[src/rtl/ariane_pkg.sv]
// Shared store-path types: access size encoding, store FSM states and a misalignment helper.
package ariane_pkg;

  typedef enum logic [1:0] {
    SIZE_B = 2'b00,
    SIZE_H = 2'b01,
    SIZE_W = 2'b10,
    SIZE_D = 2'b11
  } size_e;

  typedef enum logic [1:0] {
    IDLE      = 2'b00,
    TRANSLATE = 2'b01,
    WAIT_SB   = 2'b10
  } store_state_e;

  localparam int unsigned XLEN   = 64;
  localparam int unsigned BE_LEN = XLEN / 8;

  // A natural-alignment violation: any address bit below the access size is set.
  function automatic logic is_misaligned(input size_e size, input logic [2:0] offset);
    logic bad;
    bad = 1'b0;
    unique case (size)
      SIZE_B:  bad = 1'b0;
      SIZE_H:  bad = offset[0];
      SIZE_W:  bad = |offset[1:0];
      SIZE_D:  bad = |offset;
      default: bad = 1'b0;
    endcase
    return bad;
  endfunction

endpackage

[src/rtl/store_data_align.sv]
// Combinational byte-lane placement of store data and byte enables within a 64-bit word.
module store_data_align
  import ariane_pkg::*;
(
  input  logic [2:0]        offset,
  input  size_e             size,
  input  logic [XLEN-1:0]   data_in,
  output logic [BE_LEN-1:0] be,
  output logic [XLEN-1:0]   data_out
);

  logic [BE_LEN-1:0] be_base;

  always_comb begin
    be_base = 8'h01;
    unique case (size)
      SIZE_B:  be_base = 8'h01;
      SIZE_H:  be_base = 8'h03;
      SIZE_W:  be_base = 8'h0F;
      SIZE_D:  be_base = 8'hFF;
      default: be_base = 8'h01;
    endcase
  end

  // Lanes pushed past byte 7 are dropped; the store buffer only sees this word.
  assign be       = be_base << offset;
  assign data_out = data_in << {offset, 3'b000};

endmodule

[src/rtl/store_unit.sv]
// Store unit: capture, translate via MMU, push to store buffer, report writeback.
// Optional macro STORE_MISALIGN_CHECK_EN raises a misalignment exception instead of translating.
module store_unit
  import ariane_pkg::*;
#(
  parameter int unsigned TRANS_ID_BITS = 3
) (
  input  logic                     clk_i,
  input  logic                     rst_i,
  input  logic                     flush_i,
  input  logic                     valid_i,
  output logic                     ready_o,
  input  logic [63:0]              vaddr_i,
  input  logic [63:0]              data_i,
  input  logic [1:0]               size_i,
  input  logic [TRANS_ID_BITS-1:0] trans_id_i,
  output logic                     translation_req_o,
  output logic [63:0]              vaddr_o,
  input  logic                     translation_valid_i,
  input  logic [63:0]              paddr_i,
  input  logic                     xlate_ex_i,
  output logic                     sb_valid_o,
  output logic                     sb_valid_without_flush_o,
  input  logic                     sb_ready_i,
  output logic [63:0]              sb_paddr_o,
  output logic [63:0]              sb_data_o,
  output logic [7:0]               sb_be_o,
  output logic [1:0]               sb_size_o,
  output logic                     valid_o,
  output logic [TRANS_ID_BITS-1:0] trans_id_o,
  output logic                     ex_valid_o,
  output logic [63:0]              ex_tval_o
);

  store_state_e state_q, state_d;

  logic [63:0]              vaddr_q, vaddr_d;
  logic [63:0]              paddr_q, paddr_d;
  logic [63:0]              data_q, data_d;
  logic [7:0]               be_q, be_d;
  size_e                    size_q, size_d;
  logic [TRANS_ID_BITS-1:0] tid_q, tid_d;

  logic                     valid_d;
  logic                     ex_valid_d;
  logic [63:0]              res_tval_d;
  logic [TRANS_ID_BITS-1:0] res_tid_d;

  size_e       size_in;
  logic [7:0]  be_aligned;
  logic [63:0] data_aligned;
  logic        misaligned;

  assign size_in = size_e'(size_i);

  store_data_align u_align (
    .offset   (vaddr_i[2:0]),
    .size     (size_in),
    .data_in  (data_i),
    .be       (be_aligned),
    .data_out (data_aligned)
  );

`ifdef STORE_MISALIGN_CHECK_EN
  assign misaligned = is_misaligned(size_in, vaddr_i[2:0]);
`else
  assign misaligned = 1'b0;
`endif

  always_comb begin
    state_d                  = state_q;
    vaddr_d                  = vaddr_q;
    paddr_d                  = paddr_q;
    data_d                   = data_q;
    be_d                     = be_q;
    size_d                   = size_q;
    tid_d                    = tid_q;
    valid_d                  = 1'b0;
    ex_valid_d               = 1'b0;
    res_tval_d               = 64'd0;
    res_tid_d                = tid_q;
    ready_o                  = 1'b0;
    translation_req_o        = 1'b0;
    sb_valid_o               = 1'b0;
    sb_valid_without_flush_o = 1'b0;

    unique case (state_q)
      IDLE: begin
        ready_o = 1'b1;
        if (valid_i && !flush_i) begin
          vaddr_d = vaddr_i;
          data_d  = data_aligned;
          be_d    = be_aligned;
          size_d  = size_in;
          tid_d   = trans_id_i;
          if (misaligned) begin
            // Exception reported straight from issue; the unit stays free.
            valid_d    = 1'b1;
            ex_valid_d = 1'b1;
            res_tval_d = vaddr_i;
            res_tid_d  = trans_id_i;
          end else begin
            state_d = TRANSLATE;
          end
        end
      end

      TRANSLATE: begin
        translation_req_o = 1'b1;
        if (translation_valid_i) begin
          if (xlate_ex_i) begin
            valid_d    = 1'b1;
            ex_valid_d = 1'b1;
            res_tval_d = vaddr_q;
            res_tid_d  = tid_q;
            state_d    = IDLE;
          end else begin
            paddr_d = paddr_i;
            state_d = WAIT_SB;
          end
        end
      end

      WAIT_SB: begin
        sb_valid_without_flush_o = sb_ready_i;
        sb_valid_o               = sb_ready_i && !flush_i;
        if (sb_ready_i && !flush_i) begin
          valid_d   = 1'b1;
          res_tid_d = tid_q;
          state_d   = IDLE;
        end
      end

      default: state_d = IDLE;
    endcase

    // A flush wins over every handshake: nothing from the killed store may retire.
    if (flush_i) begin
      state_d    = IDLE;
      valid_d    = 1'b0;
      ex_valid_d = 1'b0;
    end
  end

  always_ff @(posedge clk_i) begin
    if (rst_i) begin
      state_q    <= IDLE;
      vaddr_q    <= 64'd0;
      paddr_q    <= 64'd0;
      data_q     <= 64'd0;
      be_q       <= 8'd0;
      size_q     <= SIZE_B;
      tid_q      <= '0;
      valid_o    <= 1'b0;
      ex_valid_o <= 1'b0;
      ex_tval_o  <= 64'd0;
      trans_id_o <= '0;
    end else begin
      state_q    <= state_d;
      vaddr_q    <= vaddr_d;
      paddr_q    <= paddr_d;
      data_q     <= data_d;
      be_q       <= be_d;
      size_q     <= size_d;
      tid_q      <= tid_d;
      valid_o    <= valid_d;
      ex_valid_o <= ex_valid_d;
      if (valid_d) begin
        ex_tval_o  <= res_tval_d;
        trans_id_o <= res_tid_d;
      end
    end
  end

  assign vaddr_o    = vaddr_q;
  assign sb_paddr_o = paddr_q;
  assign sb_data_o  = data_q;
  assign sb_be_o    = be_q;
  assign sb_size_o  = size_q;

endmodule
[config.mk]
export PLATFORM = sky130hd
export DESIGN_NAME = store_unit
export DESIGN_NICKNAME = d
export VERILOG_FILES = /design/src/rtl/ariane_pkg.sv /design/src/rtl/store_data_align.sv /design/src/rtl/store_unit.sv
export SDC_FILE = /design/constraint.sdc
export NUM_CORES = 1
export LEC_CHECK = 0
export BUFFER_PORTS_ARGS = -buffer_cell sky130_fd_sc_hd__buf_4
export CAP_MARGIN = 20
export CORE_AREA = 3 3 186 188
export CTS_CLUSTER_SIZE = 20
export DETAILED_ROUTE_END_ITERATION = 6
export DIE_AREA = 0 0 189 191
export HOLD_SLACK_MARGIN = 0.12
export PLACE_DENSITY = 0.65
export SYNTH_ARGS = -nofsm -noshare
export SYNTH_HDL_FRONTEND = slang
export SYNTH_SLANG_ARGS = --single-unit
[constraint.sdc]
create_clock -name clk_i -period 2.8 [get_ports clk_i]
set_input_delay 0.84 -clock clk_i [delete_from_list [all_inputs] [get_ports clk_i]]
set_output_delay 0.84 -clock clk_i [all_outputs]
set_load 0.05 [all_outputs]
Word-level counts from Yosys, hierarchy flattened
Cells that the tools add are included.
{"block": "word_totals", "register_bits": 276, "out_inout_bits": 275, "input_bits": 204, "wordCells": 51}
{"block": "classes", "bitwise_logic": 2, "muxes": 18, "shifts": 2, "eq_ne": 8, "reduce_logical": 10}
{"operator": "$mux 64", "n": 3}
{"operator": "$shl 64x6->64", "n": 1}
{"operator": "$pmux 8 s4", "n": 1}
{"operator": "$mux 1", "n": 8}
{"operator": "$mux 2", "n": 4}
{"operator": "$shl 8x3->8", "n": 1}
{"operator": "$eq 2x2->1 const B", "n": 3}
{"operator": "$ne 2x2->1 const B", "n": 3}
{"operator": "$pmux 2 s3", "n": 1}
{"operator": "$reduce_and 3->1", "n": 2}
{"operator": "$eq 2x1->1 const B", "n": 2}
{"operator": "$logic_not 2->1", "n": 2}
{"operator": "$reduce_or 3->1", "n": 1}
{"operator": "$logic_and 1x1->1", "n": 2}
{"operator": "$not 1->1", "n": 2}
{"operator": "$pmux 1 s2", "n": 1}
{"operator": "$reduce_and 2->1", "n": 1}
{"operator": "$reduce_or 2->1", "n": 1}
{"operator": "$logic_not 1->1", "n": 1}

Longest topological paths before layout
{"block": "logic_depth", "depth_word": 5, "depth_mapped": 8}

Modules after synthesis
Synthesis repeated with hierarchy kept, for this count alone.
{"block": "hier_totals", "cells_unflattened": 1472, "hier_area_um2": 12162.9}
{"mod": "store_unit", "area_each_um2": 10092.2, "instances": 1, "seq_area_each_um2": 5525.3, "cells_each": 1212}
{"mod": "store_data_align", "area_each_um2": 2070.7, "instances": 1, "seq_area_each_um2": 0.0, "cells_each": 260}

Least setup slack after synthesis
Ideal clock, no wire load.
{"block": "synth_path", "kind": "input -> output", "from": "input sb_ready_i", "to": "output sb_valid_o", "t_arrival_ps": 2054, "n_path_buf": 0, "cell_stages": 2, "required_time_ps": 1960, "slack_ps": -94, "cell_sequence": "and2_1 -> nor2b_1"}
{"block": "synth_between", "elab_chain_cells": 2}
{"item": "start, declared", "line": "store_unit.sv:24", "rtl": "input logic sb_ready_i,"}
{"item": "$logic_and 1x1->1", "line": "store_unit.sv:126", "rtl": "sb_valid_o = sb_ready_i && !flush_i;"}
{"item": "$mux 1", "line": "store_unit.sv:87", "rtl": "unique case (state_q)"}
{"item": "end, declared", "line": "store_unit.sv:22", "rtl": "output logic sb_valid_o,"}
Every way passes these cells.

Final worst setup path
{"block": "layout_path", "from": "register state_q[0]", "to": "output sb_valid_o"}
{"block": "layout_between", "elab_chain_cells": 2}
{"item": "start, declared", "line": "store_unit.sv:35", "rtl": "store_state_e state_q, state_d;"}
{"item": "start signal, assigned", "line": "store_unit.sv:159", "rtl": "state_q <= state_d;"}
{"item": "$eq 2x2->1", "line": "store_unit.sv:87"}
{"item": "$mux 1", "line": "store_unit.sv:87"}
Every way passes these cells.

==> metrics <==
Detailed Route Iter0 Violations 559; Post-synth EDFFs 0; via/cell ratio 4.99; # nets final 1977; Critical Path Start Type flop; largest fanout on the critical path 4; Die Area 36100 sq um; critical path arrival 1770 ps; Syn Inst Count 1348; total congestion overflow 0; TritonRoute pass-1 iters 5; Period minus WS final 2610 ps; clk_skew 18.9 ps; Post-Syn Area 11100 sq um; Avg Cell Area, Syn 8.25 sq um; Max Slew Vio Count 0; Async SR Flop Fraction 0; dpl hpwl 28.8 mm; Min-Delay Path Class flop to flop; Syn Nets 1556; post-cts resize count 0; Worst Tran Pin Value 712 ps; fraction of layout instances using a drive strength above 1 0.321; CTS tree yes; largest net degree at the start of global routing 103; worst vdd ir 446 uV; DRC 0; Worst Setup Path Type flop to output pin; count of final hold-check violations 0; final setup fails 0; Die X 189 microns; Seq/Total Area, Yosys 0.497; fmax 383 MHz; H-Tree Depth 1; # rows 67; Clock Latency Late Sink 550 ps; Critical Path RT 1960 ps; global-route wire length before repair 60.0 mm; CP Capture Type output pin; # Post-CTS Setup Buffers 0; cts bufs inserted 31; pwr dens 594 nW/um^2; P_leak 6.82 nW; # hold bufs at CTS 0; Top Ports 479; Port Buffers 478; maximum clock path buffer count 3; CTS sink count 276; Clock transition at path regs 60 ps; Layout area overhead 45.2%; Primary FF master, synth dfxtp_1; Synth Warn # 0; die height 191 microns; DR WL/cell 17.8 microns; Seq cells post-synth 276; Antenna diodes 0; setup TNS 0 ps; Core Area 33300 sq um; Yosys cell types 43; unrepaired setup endpoints after global routing no; vias in the first global route 10700; Vias 11200; GPL Wtd Cong 0.847; max-cap viol count 0; status finished clean; Rel. slew slack 0.526; crit share post-route 0.933; Antenna Nets Post-Route 0; CTS root buf clkbuf_16; final wirelength 39.9 mm; Starting Density 0.334; Total GRT Usage 0.205; placed cell area 15100 sq um; fin area 16200 sq um; initial antenna violation count 0
[flip-flops by register name, summed over array words and instances (netlist names), 2 cells and up]
name	count
state_q	2
sb_paddr_o	64
vaddr_o	64
ex_tval_o	64
sb_data_o	64
sb_be_o	8
trans_id_o	3
sb_size_o	2
tid_q	3
[through the flow]
step            util  hold slack, ps  setup slack [ps]  std cells  power [W]
6_report       0.486             451               188       2239    0.00959
5_1_grt        0.486             474               115       2239    0.00995
4_1_cts        0.486             455               166       2239    0.00970
3_5_place_dp   0.454             447               378       2184    0.00554
3_3_place_gp   0.454             442               428       2184    0.00553
2_1_floorplan      -             436               127       1348    0.00495
[cells in the final DEF (no fill, tap or decap), drive strengths merged, types with 2 or more instances in the layout]
master	instances
mux2	8
nor3b	2
nor2	65
nor3	21
ha	4
nor2b	2
o21ai	85
inv	5
o22ai	8
or2	4
nand3b	9
dfxtp	276
clkinv	8
a211oi	3
buf	504
a22oi	32
bufinv	4
o221ai	8
clkbuf	41
clkinvlp	3
a221oi	9
nand2	293
mux2i	69
nand3	64
o211ai	9
a21oi	175
nand2b	66
nor4b	2
[cells in the mapped netlist (2+ instances only)]
| library cell | count | area, sq um |
|---|---|---|
| nand2_1 | 293 | 1100 |
| dfxtp_1 | 276 | 5530 |
| a21oi_1 | 175 | 876 |
| o21ai_0 | 85 | 425 |
| mux2i_1 | 69 | 691 |
| clkbuf_1 | 68 | 255 |
| nand2b_1 | 66 | 413 |
| nand3_1 | 64 | 320 |
| nor2_1 | 64 | 240 |
| buf_2 | 35 | 175 |
| a22oi_1 | 32 | 240 |
| nor3_1 | 20 | 100 |
| buf_1 | 13 | 48.8 |
| a221oi_1 | 9 | 78.8 |
| nand3b_1 | 9 | 67.6 |
| o211ai_1 | 9 | 67.6 |
| mux2_2 | 8 | 90.1 |
| o221ai_1 | 8 | 70.1 |
| o22ai_1 | 8 | 50.1 |
| ha_1 | 4 | 50.1 |
| inv_1 | 4 | 15.0 |
| or2_2 | 4 | 25.0 |
| a211oi_1 | 3 | 22.5 |
| nor2b_1 | 2 | 12.5 |
| nor4b_1 | 2 | 17.5 |
[cell type report]
class,instances,area [sq um]
inverters,5,18.8
flip-flops and latches,276,5530
clock buffers,40,850
clock inverters,15,190
multi-input cells,950,5120
well taps,448,561
fillers,3231,17100
repair buffers,505,3900
[logic make-up (layout without fill, tap and decap cells)]
family                   after synthesis  count (layout)  share of synthesized area
AO/OA/AOI/OAI                        334             334                      0.169
buffers and inverters                122             565                     0.0454
multiplexers                          77              77                     0.0702
flip-flops                           276             276                      0.497
AND/OR/NAND/NOR                      535             535                      0.215
adder cells (fa/ha/maj)                4               4                    0.00450
[routing by layer]
metal / global-route usage / routed length, microns / share of wire
met5: 0 / 0 / 0
met1: 0.250 / 15900 / 0.40
met3: 0.0603 / 3580 / 0.090
met2: 0.347 / 19000 / 0.48
met4: 0.0650 / 1350 / 0.034
[critical path, cell delays in order (launching register included)]
cell and delay [ps]:
dfxtp_1 370, inv_1 80, ha_1 250, and2_1 190
nor2b_2 150, buf_4 190
[report_power, final]
part | internal [W] | total (W) | switching (W)
clock | 0.00250 | 0.00414 | 0.00164
combinational | 0.000505 | 0.00135 | 0.000847
sequential | 0.00403 | 0.00410 | 0.0000715
total | 0.00703 | 0.00959 | 0.00256
[path summary, 6_finish.rpt]
| kind | start | to | slack (ps) | cells past startpoint |
|---|---|---|---|---|
| setup / recovery | state_q[0] | sb_valid_o | 190 | 5 |
| hold / removal | sb_be_o[6] | sb_be_o[6] | 450 | 2 |
| setup reg to reg | state_q[1] | sb_data_o[46] | 680 | 6 |
| hold reg to reg | sb_be_o[6] | sb_be_o[6] | 450 | 2 |
Note: power is estimated with default switching activity, not from simulation.
